===== config.mk =====
export PLATFORM = sky130hd
export DESIGN_NAME = cond_flag_stage
export DESIGN_NICKNAME = d
export VERILOG_FILES = /design/src/rtl/cond_pkg.sv /design/src/rtl/cond_eval.sv /design/src/rtl/cond_flag_stage.sv
export SDC_FILE = /design/constraint.sdc
export NUM_CORES = 1
export LEC_CHECK = 0
export CORE_MARGIN = 4
export CORE_UTILIZATION = 40
export DETAILED_ROUTE_END_ITERATION = 6
export GPL_TIMING_DRIVEN = 0
export PLACE_DENSITY = 0.76
export SLEW_MARGIN = 20
export SYNTH_ARGS = -nofsm -noshare
export SYNTH_HDL_FRONTEND = slang
export SYNTH_SLANG_ARGS = --single-unit

===== constraint.sdc =====
create_clock -name clk -period 2.7 [get_ports clk]
set_input_delay 0.405 -clock clk [delete_from_list [all_inputs] [get_ports clk]]
set_output_delay 0.405 -clock clk [all_outputs]
set_load 0.02 [all_outputs]

===== src/rtl/cond_pkg.sv =====
// rtl/cond_pkg.sv - ARM condition codes, NZCV bit positions and flag-pending age constants
package cond_pkg;

    localparam logic [3:0] COND_EQ = 4'd0;
    localparam logic [3:0] COND_NE = 4'd1;
    localparam logic [3:0] COND_CS = 4'd2;
    localparam logic [3:0] COND_CC = 4'd3;
    localparam logic [3:0] COND_MI = 4'd4;
    localparam logic [3:0] COND_PL = 4'd5;
    localparam logic [3:0] COND_VS = 4'd6;
    localparam logic [3:0] COND_VC = 4'd7;
    localparam logic [3:0] COND_HI = 4'd8;
    localparam logic [3:0] COND_LS = 4'd9;
    localparam logic [3:0] COND_GE = 4'd10;
    localparam logic [3:0] COND_LT = 4'd11;
    localparam logic [3:0] COND_GT = 4'd12;
    localparam logic [3:0] COND_LE = 4'd13;
    localparam logic [3:0] COND_AL = 4'd14;
    localparam logic [3:0] COND_NV = 4'd15;

    localparam int FLAG_N = 3;
    localparam int FLAG_Z = 2;
    localparam int FLAG_C = 1;
    localparam int FLAG_V = 0;

    typedef logic [1:0] age_t;

    // Cycles a flag write stays invisible on cpsr_flags: write-enable edge plus CPSR output register.
    localparam age_t AGE_RELOAD = 2'd2;

endpackage


===== src/rtl/cond_eval.sv =====
// rtl/cond_eval.sv - combinational ARM condition-code evaluator, shared with the branch unit
module cond_eval
    import cond_pkg::*;
(
    input  logic [3:0] cond,
    input  logic [3:0] nzcv,
    output logic       pass
);

    logic n;
    logic z;
    logic c;
    logic v;

    assign n = nzcv[FLAG_N];
    assign z = nzcv[FLAG_Z];
    assign c = nzcv[FLAG_C];
    assign v = nzcv[FLAG_V];

    always_comb begin
        pass = 1'b0;
        case (cond)
            COND_EQ: pass = z;
            COND_NE: pass = !z;
            COND_CS: pass = c;
            COND_CC: pass = !c;
            COND_MI: pass = n;
            COND_PL: pass = !n;
            COND_VS: pass = v;
            COND_VC: pass = !v;
            COND_HI: pass = c && !z;
            COND_LS: pass = !c || z;
            COND_GE: pass = (n == v);
            COND_LT: pass = (n != v);
            COND_GT: pass = !z && (n == v);
            COND_LE: pass = z || (n != v);
            COND_AL: pass = 1'b1;
            COND_NV: pass = 1'b0;
            default: pass = 1'b0;
        endcase
    end

endmodule


===== src/rtl/cond_flag_stage.sv =====
// rtl/cond_flag_stage.sv - condition check, NZCV generation and CPSR write with pending-flag tracking
// FLAG_FWD_EN: forward pending flags from the shadow copy instead of interlocking for two cycles.
module cond_flag_stage
    import cond_pkg::*;
#(
    parameter int DATA_WIDTH = 32
) (
    input  logic                  clk,
    input  logic                  rst_n,
    input  logic                  in_valid,
    output logic                  in_ready,
    input  logic [3:0]            in_cond,
    input  logic                  in_set_flags,
    input  logic                  in_logical,
    input  logic [DATA_WIDTH-1:0] in_result,
    input  logic                  in_carry,
    input  logic                  in_overflow,
    input  logic                  flush,
    input  logic [3:0]            cpsr_flags,
    output logic                  out_valid,
    input  logic                  out_ready,
    output logic                  out_exec,
    output logic [DATA_WIDTH-1:0] out_result,
    output logic                  cpsr_we,
    output logic [3:0]            cpsr_flagsin,
    output logic [3:0]            eff_flags
);

    logic [3:0] shadow;
    age_t       age;
    logic       pass;
    logic [3:0] new_flags;
    logic       accept;
    logic       flag_write;
    logic       slot_free;

    assign slot_free = !out_valid || out_ready;

`ifdef FLAG_FWD_EN
    assign in_ready = slot_free;
`else
    // Without forwarding, hold off until the CPSR output itself carries the last write.
    assign in_ready = slot_free && (age == '0);
`endif

    assign eff_flags = (age != '0) ? shadow : cpsr_flags;

    cond_eval u_cond_eval (
        .cond (in_cond),
        .nzcv (eff_flags),
        .pass (pass)
    );

    always_comb begin
        new_flags         = 4'b0000;
        new_flags[FLAG_N] = in_result[DATA_WIDTH-1];
        new_flags[FLAG_Z] = (in_result == '0);
        new_flags[FLAG_C] = in_carry;
        new_flags[FLAG_V] = in_logical ? eff_flags[FLAG_V] : in_overflow;
    end

    assign accept     = in_valid && in_ready && !flush;
    assign flag_write = accept && pass && in_set_flags;

    always_ff @(posedge clk or negedge rst_n) begin
        if (!rst_n) begin
            out_valid    <= 1'b0;
            out_exec     <= 1'b0;
            out_result   <= '0;
            cpsr_we      <= 1'b0;
            cpsr_flagsin <= 4'b0000;
            shadow       <= 4'b0000;
            age          <= '0;
        end else begin
            if (flush) begin
                out_valid <= 1'b0;
            end else if (accept) begin
                out_valid  <= 1'b1;
                out_exec   <= pass;
                out_result <= in_result;
            end else if (out_ready) begin
                out_valid <= 1'b0;
            end

            cpsr_we <= flag_write;
            if (flag_write) begin
                cpsr_flagsin <= new_flags;
                shadow       <= new_flags;
                age          <= AGE_RELOAD;
            end else if (age != '0) begin
                age <= age - age_t'(1);
            end
        end
    end

endmodule


# Word level (Yosys, flattened, before mapping)

Index checks and enable logic that the tools add are counted.

Divide/modulo/power cells: 0
$lt $le $gt $ge: 0
Shift operators: 0
Equality and inequality tests: 17
Reductions and logical operators: 23
Bitwise gates (word level): 1
Add/subtract/negate cells: 1
Multiplexer cells: 8
Multiply operators: 0

Operators by type and width:

| cell                | number |
|---|---|
| $eq 4x4->1 const B  | 8 |
| $logic_not 32->1    | 1 |
| $eq 4x3->1 const B  | 4 |
| $pmux 1 s16         | 1 |
| $eq 4x2->1 const B  | 2 |
| $logic_and 1x1->1   | 7 |
| $logic_not 1->1     | 6 |
| $eq 4x1->1 const B  | 1 |
| $logic_not 4->1     | 1 |
| $mux 1              | 4 |
| $mux 2              | 2 |
| $mux 4              | 1 |
| $reduce_bool 2->1   | 2 |
| $logic_or 1x1->1    | 3 |
| $reduce_bool 3->1   | 1 |
| $logic_not 2->1     | 1 |
| $reduce_and 2->1    | 1 |
| $sub 2x1->2 const B | 1 |
| $eq 1x1->1          | 1 |
| $ne 1x1->1          | 1 |
| $not 1->1           | 1 |

Bits in latches: 0
Memories: 0
Logic and storage cells: 56
Output and inout port bits: 44
ROM bits: 0
RAM bits: 0
Input bits: 49
Bits in registers: 41

# Longest topological paths before layout

Depth in word-level cells: 8
Gate-level depth with buffers: 10
Gate-level depth less buffers: 8

# Modules after synthesis

From an unflattened synthesis, not the netlist that was laid out.

Cells, all modules: 139
Area total of the unflattened synthesis: 1995.7 µm²

Modules (own cells, without submodules):

| module          | instances | sequential area each (µm²) | cells an instance | area each (µm²) |
|---|---|---|---|---|
| cond_flag_stage | 1         | 1026.0                     | 116               | 1840.5 |
| cond_eval       | 1         | 0.0                        | 23                | 155.1 |

# Worst setup path before layout

No wires, ideal clock.

Path kind: flip-flop to flip-flop
Start: reg age[0]
End: reg shadow[1]
Buffers on the path: 1
Data required time: 2575 ps
Library setup time: 125 ps
Cell stages (with the launch flop): 10
Arrival time: 2354 ps
Path slack: 221 ps
Cells stage by stage: dfrtp_1 -> inv_1 -> ha_1 -> mux2_4 -> a222oi_1 -> o21ai_1 -> a311o_1 -> o21a_1 -> buf_6 -> mux2_4

Longest elaborated chain between the ends: 7
Elaborated cells between the ends (all ways): 19
Classes of those cells: eq/ne (2); mux (2); reduce/logical (15)

RTL lines:

| item                                        | RTL line                                          | RTL |
|---|---|---|
| start, declared                             | cond_flag_stage.sv:30                             | `age_t age;` |
| start signal, assigned                      | cond_flag_stage.sv:91                             | `age <= age - age_t'(1);` |
| $reduce_bool 2->1 *                         | cond_flag_stage.sv:46                             | `assign eff_flags = (age != '0) ? shadow : cpsr_flags;` |
| $mux 4 *                                    | cond_flag_stage.sv:46                             |  |
| net eff_flags[2]                            | cond_flag_stage.sv:26                             | `output logic [3:0] eff_flags` |
| $logic_not 1->1                             | cond_eval.sv:24, cond_eval.sv:31, cond_eval.sv:35 |  |
| $logic_and 1x1->1, on equally long branches | cond_eval.sv:35, cond_eval.sv:31                  |  |
| $pmux 1 s16 *                               | cond_eval.sv:22                                   | `case (cond)` |
| $logic_and 1x1->1 * (2 in a row)            | cond_flag_stage.sv:63                             | `assign flag_write = accept && pass && in_set_flags;` |
| net flag_write                              | cond_flag_stage.sv:34                             | `logic flag_write;` |
| end signal, assigned                        | cond_flag_stage.sv:88                             | `shadow <= new_flags;` |
| end, declared                               | cond_flag_stage.sv:29                             | `logic [3:0] shadow;` |

Mark *: on every way through the listed nets, which the timed path passes. The rest lies on a longest branch.
A chain may end at the register's enable or synchronous reset.

# Worst setup path after layout

Start: reg age[0]
End: reg shadow[1]

Longest elaborated chain between the ends: 7
Elaborated cells between the ends (all ways): 19
Classes of those cells: eq/ne (2); mux (2); reduce/logical (15)

RTL lines:

| item                                     | RTL line                         | RTL |
|---|---|---|
| $reduce_bool 2->1                        | cond_flag_stage.sv:46            |  |
| $mux 4                                   | cond_flag_stage.sv:46            |  |
| $ne 1x1->1 (tied with other cells)       | cond_eval.sv:34, cond_eval.sv:36 |  |
| $logic_or 1x1->1 (tied with other cells) | cond_eval.sv:36                  | `COND_LE: pass = z \|\| (n != v);` |
| $pmux 1 s16                              | cond_eval.sv:22                  |  |
| $logic_and 1x1->1 * (2 in a row)         | cond_flag_stage.sv:63            |  |
| net flag_write                           | cond_flag_stage.sv:34            |  |

Marks and branches as above.

==> run summary <==
======================================================================================
Critical path buffers and inverters .....................................            2
Worst ir drop on vdd ....................................................   0.000616 V
Routed wire per std cell ................................................      16.0 um
Leakage power ...........................................................      1.25 nW
Worst endpoint required time ............................................      2.87 ns
Vias per Instance .......................................................         5.11
Number of max-cap violations ............................................            0
Number of setup buffers added after CTS .................................            0
First-pass GRT wire length ..............................................      7.56 mm
Clock Tree Buf Depth ....................................................            2
Crit share post-route ...................................................        0.940
Final Hold Fails ........................................................            0
Sink Count ..............................................................           41
H-tree levels ...........................................................            2
Min Tclk post-route .....................................................      2.54 ns
Die height ..............................................................      76.9 um
Detailed placement HPWL .................................................      3.66 mm
Relative max-transition margin ..........................................        0.596
Worst setup EP type .....................................................     register
Core Util, Final ........................................................        0.671
Signal arrival time at the worst endpoint ...............................      2.71 ns
Clock slew seen by the registers of the worst setup and hold paths ......      0.08 ns
WL final ................................................................      4.63 mm
DR iter-0 viols .........................................................           65
Synthesized net count ...................................................          189
Worst-case clock skew ...................................................   0.00737 ns
Final hold slack ........................................................     0.120 ns
Post-synthesis register bit count .......................................           41
Die extent in x .........................................................      76.9 um
GRT Residual Overflow ...................................................            0
Setup Slack @ Placement .................................................    0.0128 ns
Clock tree root buffer cell .............................................     clkbuf_8
Critical path's largest stage delay .....................................      0.39 ns
Sum Neg Setup Slack .....................................................         0 ns
Setup repair after global routing missed its margin .....................        false
Final Wtd Congestion ....................................................        0.757
Post-layout worst setup margin ..........................................     0.163 ns
Worst slew pin tran .....................................................     0.606 ns
Yosys warnings ..........................................................            0
Total CTS buffers .......................................................            5
Starting density of the core ............................................        0.424
Instance count of the mapped netlist ....................................          139
Vias in the first global route ..........................................         1536
Peak clock frequency supported by timing ................................      394 MHz
Length of the first detailed-routing pass in iterations .................            4
Maximum number of pins on one net before global-route repair ............           26
Number of design rule violations left after detail routing ..............            0
Share of final-layout standard cells stronger than drive strength 1 .....        0.227
Pwr dens ................................................................ 1110 mW/mm^2
TritonCTS clock tree ....................................................          yes
Buffers on Ports ........................................................           91
Number of antenna cells inserted ........................................            0
Fraction of the yosys area taken by sequential cells ....................        0.541
Cell mode on critical path ..............................................       mux2_4
Combined area of all synthesized cells .................................. 0.00190 mm^2
Total via count after detailed routing ..................................         1481
Die ar. ................................................................. 0.00591 mm^2
Library cell contributing the largest single delay on the critical path .      dfrtp_1
Antenna viol nets, final ................................................            0
Critical path cell sequence ............................................. inv_1, ha_2, mux2_4, a222oi_1, o21ai_1, a311o_1, o21a_1, buf_6, mux2_4
Type of the setup path with the least slack .............................   reg -> reg
Number of antenna violations at the first check in global routing .......            0
Num ports ...............................................................           93
Clock latency of the later-clocked register in the worst-skew pair ......      0.29 ns
Run status ..............................................................    completed
Number of pins exceeding their max-slew limit in the final report .......            0
Aggregate global-route resource usage ...................................        0.161
Crit Path Max Fanout ....................................................            7
Unique masters post-synth ...............................................           33
Syn_area_per_cell .......................................................    13.6 um^2
Final setup violation count .............................................            0
Nature of the critical path startpoint ..................................     register
Worst hold path type ....................................................  in -> async
# nets final ............................................................          288
Core footprint .......................................................... 0.00447 mm^2
Layout-stage area growth over the synthesis result ......................        58.4%
Standard-cell rows ......................................................           24
Kind of cell with the highest combined delay on the critical path ....... compound AO/OA/AOI/OAI gates
======================================================================================
## routing by layer
layer / GRT usage / routed length, um / up-vias
met4: 0.0380 / 31 / 0
met1: 0.202 / 2000 / 702
met5: 0 / 0 / -
li1: - / - / 703
met2: 0.240 / 2000 / 71
met3: 0.0913 / 606 / 5
## sequential cells by signal (all words and copies together) (netlist names)
name / flops
out_exec: 1
cpsr_we: 1
out_result: 32
age: 2
shadow: 4
out_valid: 1
## logic make-up (layout without fill, tap and decap cells)
kind of cell | Yosys count | count (layout) | synth area share
compound gates | 9 | 9 | 0.0330
mux | 43 | 43 | 0.273
fa+ha+maj | 1 | 1 | 0.00660
flops | 41 | 41 | 0.541
buf+inv | 11 | 110 | 0.0270
simple gates | 27 | 27 | 0.0871
xor+xnor | 7 | 7 | 0.0323
## where the power goes
group	switching (W)	internal (W)
Combinational	0.000815	0.000979
Clock	0.000204	0.000269
Sequential	0.000158	0.000905
Total	0.00118	0.00215
## path summary, 6_finish.rpt
kind	start	endpoint	slack [ns]	cells after the start
min	rst_n	out_result[1]$_DFFE_PN0P_	0.12	1
min reg2reg	out_exec$_DFFE_PN0P_	out_exec$_DFFE_PN0P_	0.49	2
max	age[0]$_DFFE_PN0P_	shadow[1]$_DFFE_PN0P_	0.16	9
max in group asynchronous	rst_n	shadow[1]$_DFFE_PN0P_	2.08	2
max reg2reg	age[0]$_DFFE_PN0P_	shadow[1]$_DFFE_PN0P_	0.16	9
min in group clk	out_exec$_DFFE_PN0P_	out_exec$_DFFE_PN0P_	0.49	2
## stage by stage
step / cell area, um^2 / std cells / total power, W
after CTS: 3000 / 290 / 0.00336
final: 3000 / 290 / 0.00333
after global routing: 3000 / 290 / 0.00352
after global placement: 2870 / 282 / 0.00284
after floorplan: 1900 / 139 / 0.00202
after detailed placement: 2900 / 283 / 0.00288
## cells in the mapped netlist (all sizes together)
master / number / area (um^2)
mux4: 2 / 45.0
xor2: 3 / 26.3
a221oi: 1 / 8.76
o21a: 1 / 7.51
or2: 2 / 12.5
a311o: 1 / 10.0
nor2: 3 / 11.3
nand2: 2 / 7.51
o21ai: 4 / 20.0
nor4: 8 / 50.1
nand3b: 1 / 7.51
clkbuf: 1 / 3.75
mux2: 38 / 443
nand2b: 1 / 6.26
nand4: 2 / 12.5
buf: 6 / 32.5
nor3b: 4 / 30.0
dfrtp: 41 / 1030
ha: 1 / 12.5
xnor2: 4 / 35.0
mux2i: 3 / 30.0
nor2b: 1 / 6.26
or3: 1 / 6.26
a222oi: 1 / 10.0
o22ai: 1 / 6.26
inv: 4 / 15.0
and3b: 1 / 8.76
and2: 1 / 6.26
## worst reg2reg max path, cell delays in order, from the launching register on
cell	delay (ns)
dfrtp_1	0.39
inv_1	0.07
ha_2	0.21
mux2_4	0.34
a222oi_1	0.33
o21ai_1	0.14
a311o_1	0.34
o21a_1	0.18
buf_6	0.14
mux2_4	0.29
## repair_timing
item | CTS | global route
hold buffers | 0 | 0
setup endpoints to repair | 0 | 5
gates resized for setup | 0 | 2
## layout by cell type, fill, tap and decap left out, types with 3 or more instances in the layout
cell type | synthesis | layout
inv_1 | 4 | 4
buf_1 | 3 | 3
mux2i_1 | 3 | 3
nor4_1 | 8 | 8
xor2_1 | 3 | 3
xnor2_1 | 4 | 4
clkdlybuf4s50_1 | 0 | 90
mux2_2 | 34 | 34
nor2_1 | 3 | 3
clkbuf_8 | 0 | 5
nor3b_1 | 4 | 4
mux2_4 | 4 | 4
o21ai_0 | 3 | 3
dfrtp_1 | 41 | 41
## area by class of cell
cell class / count / area (um^2)
Buffer: 7 / 38.8
Clock buffer: 5 / 68.8
Clock inverter: 2 / 35.0
Fill cell: 347 / 1470
Inverter: 4 / 15.0
Multi-Input combinational cell: 87 / 822
Sequential cell: 41 / 1030
Tap cell: 52 / 65.1
Timing Repair Buffer: 92 / 933
Power figures use the tool's default switching activity.
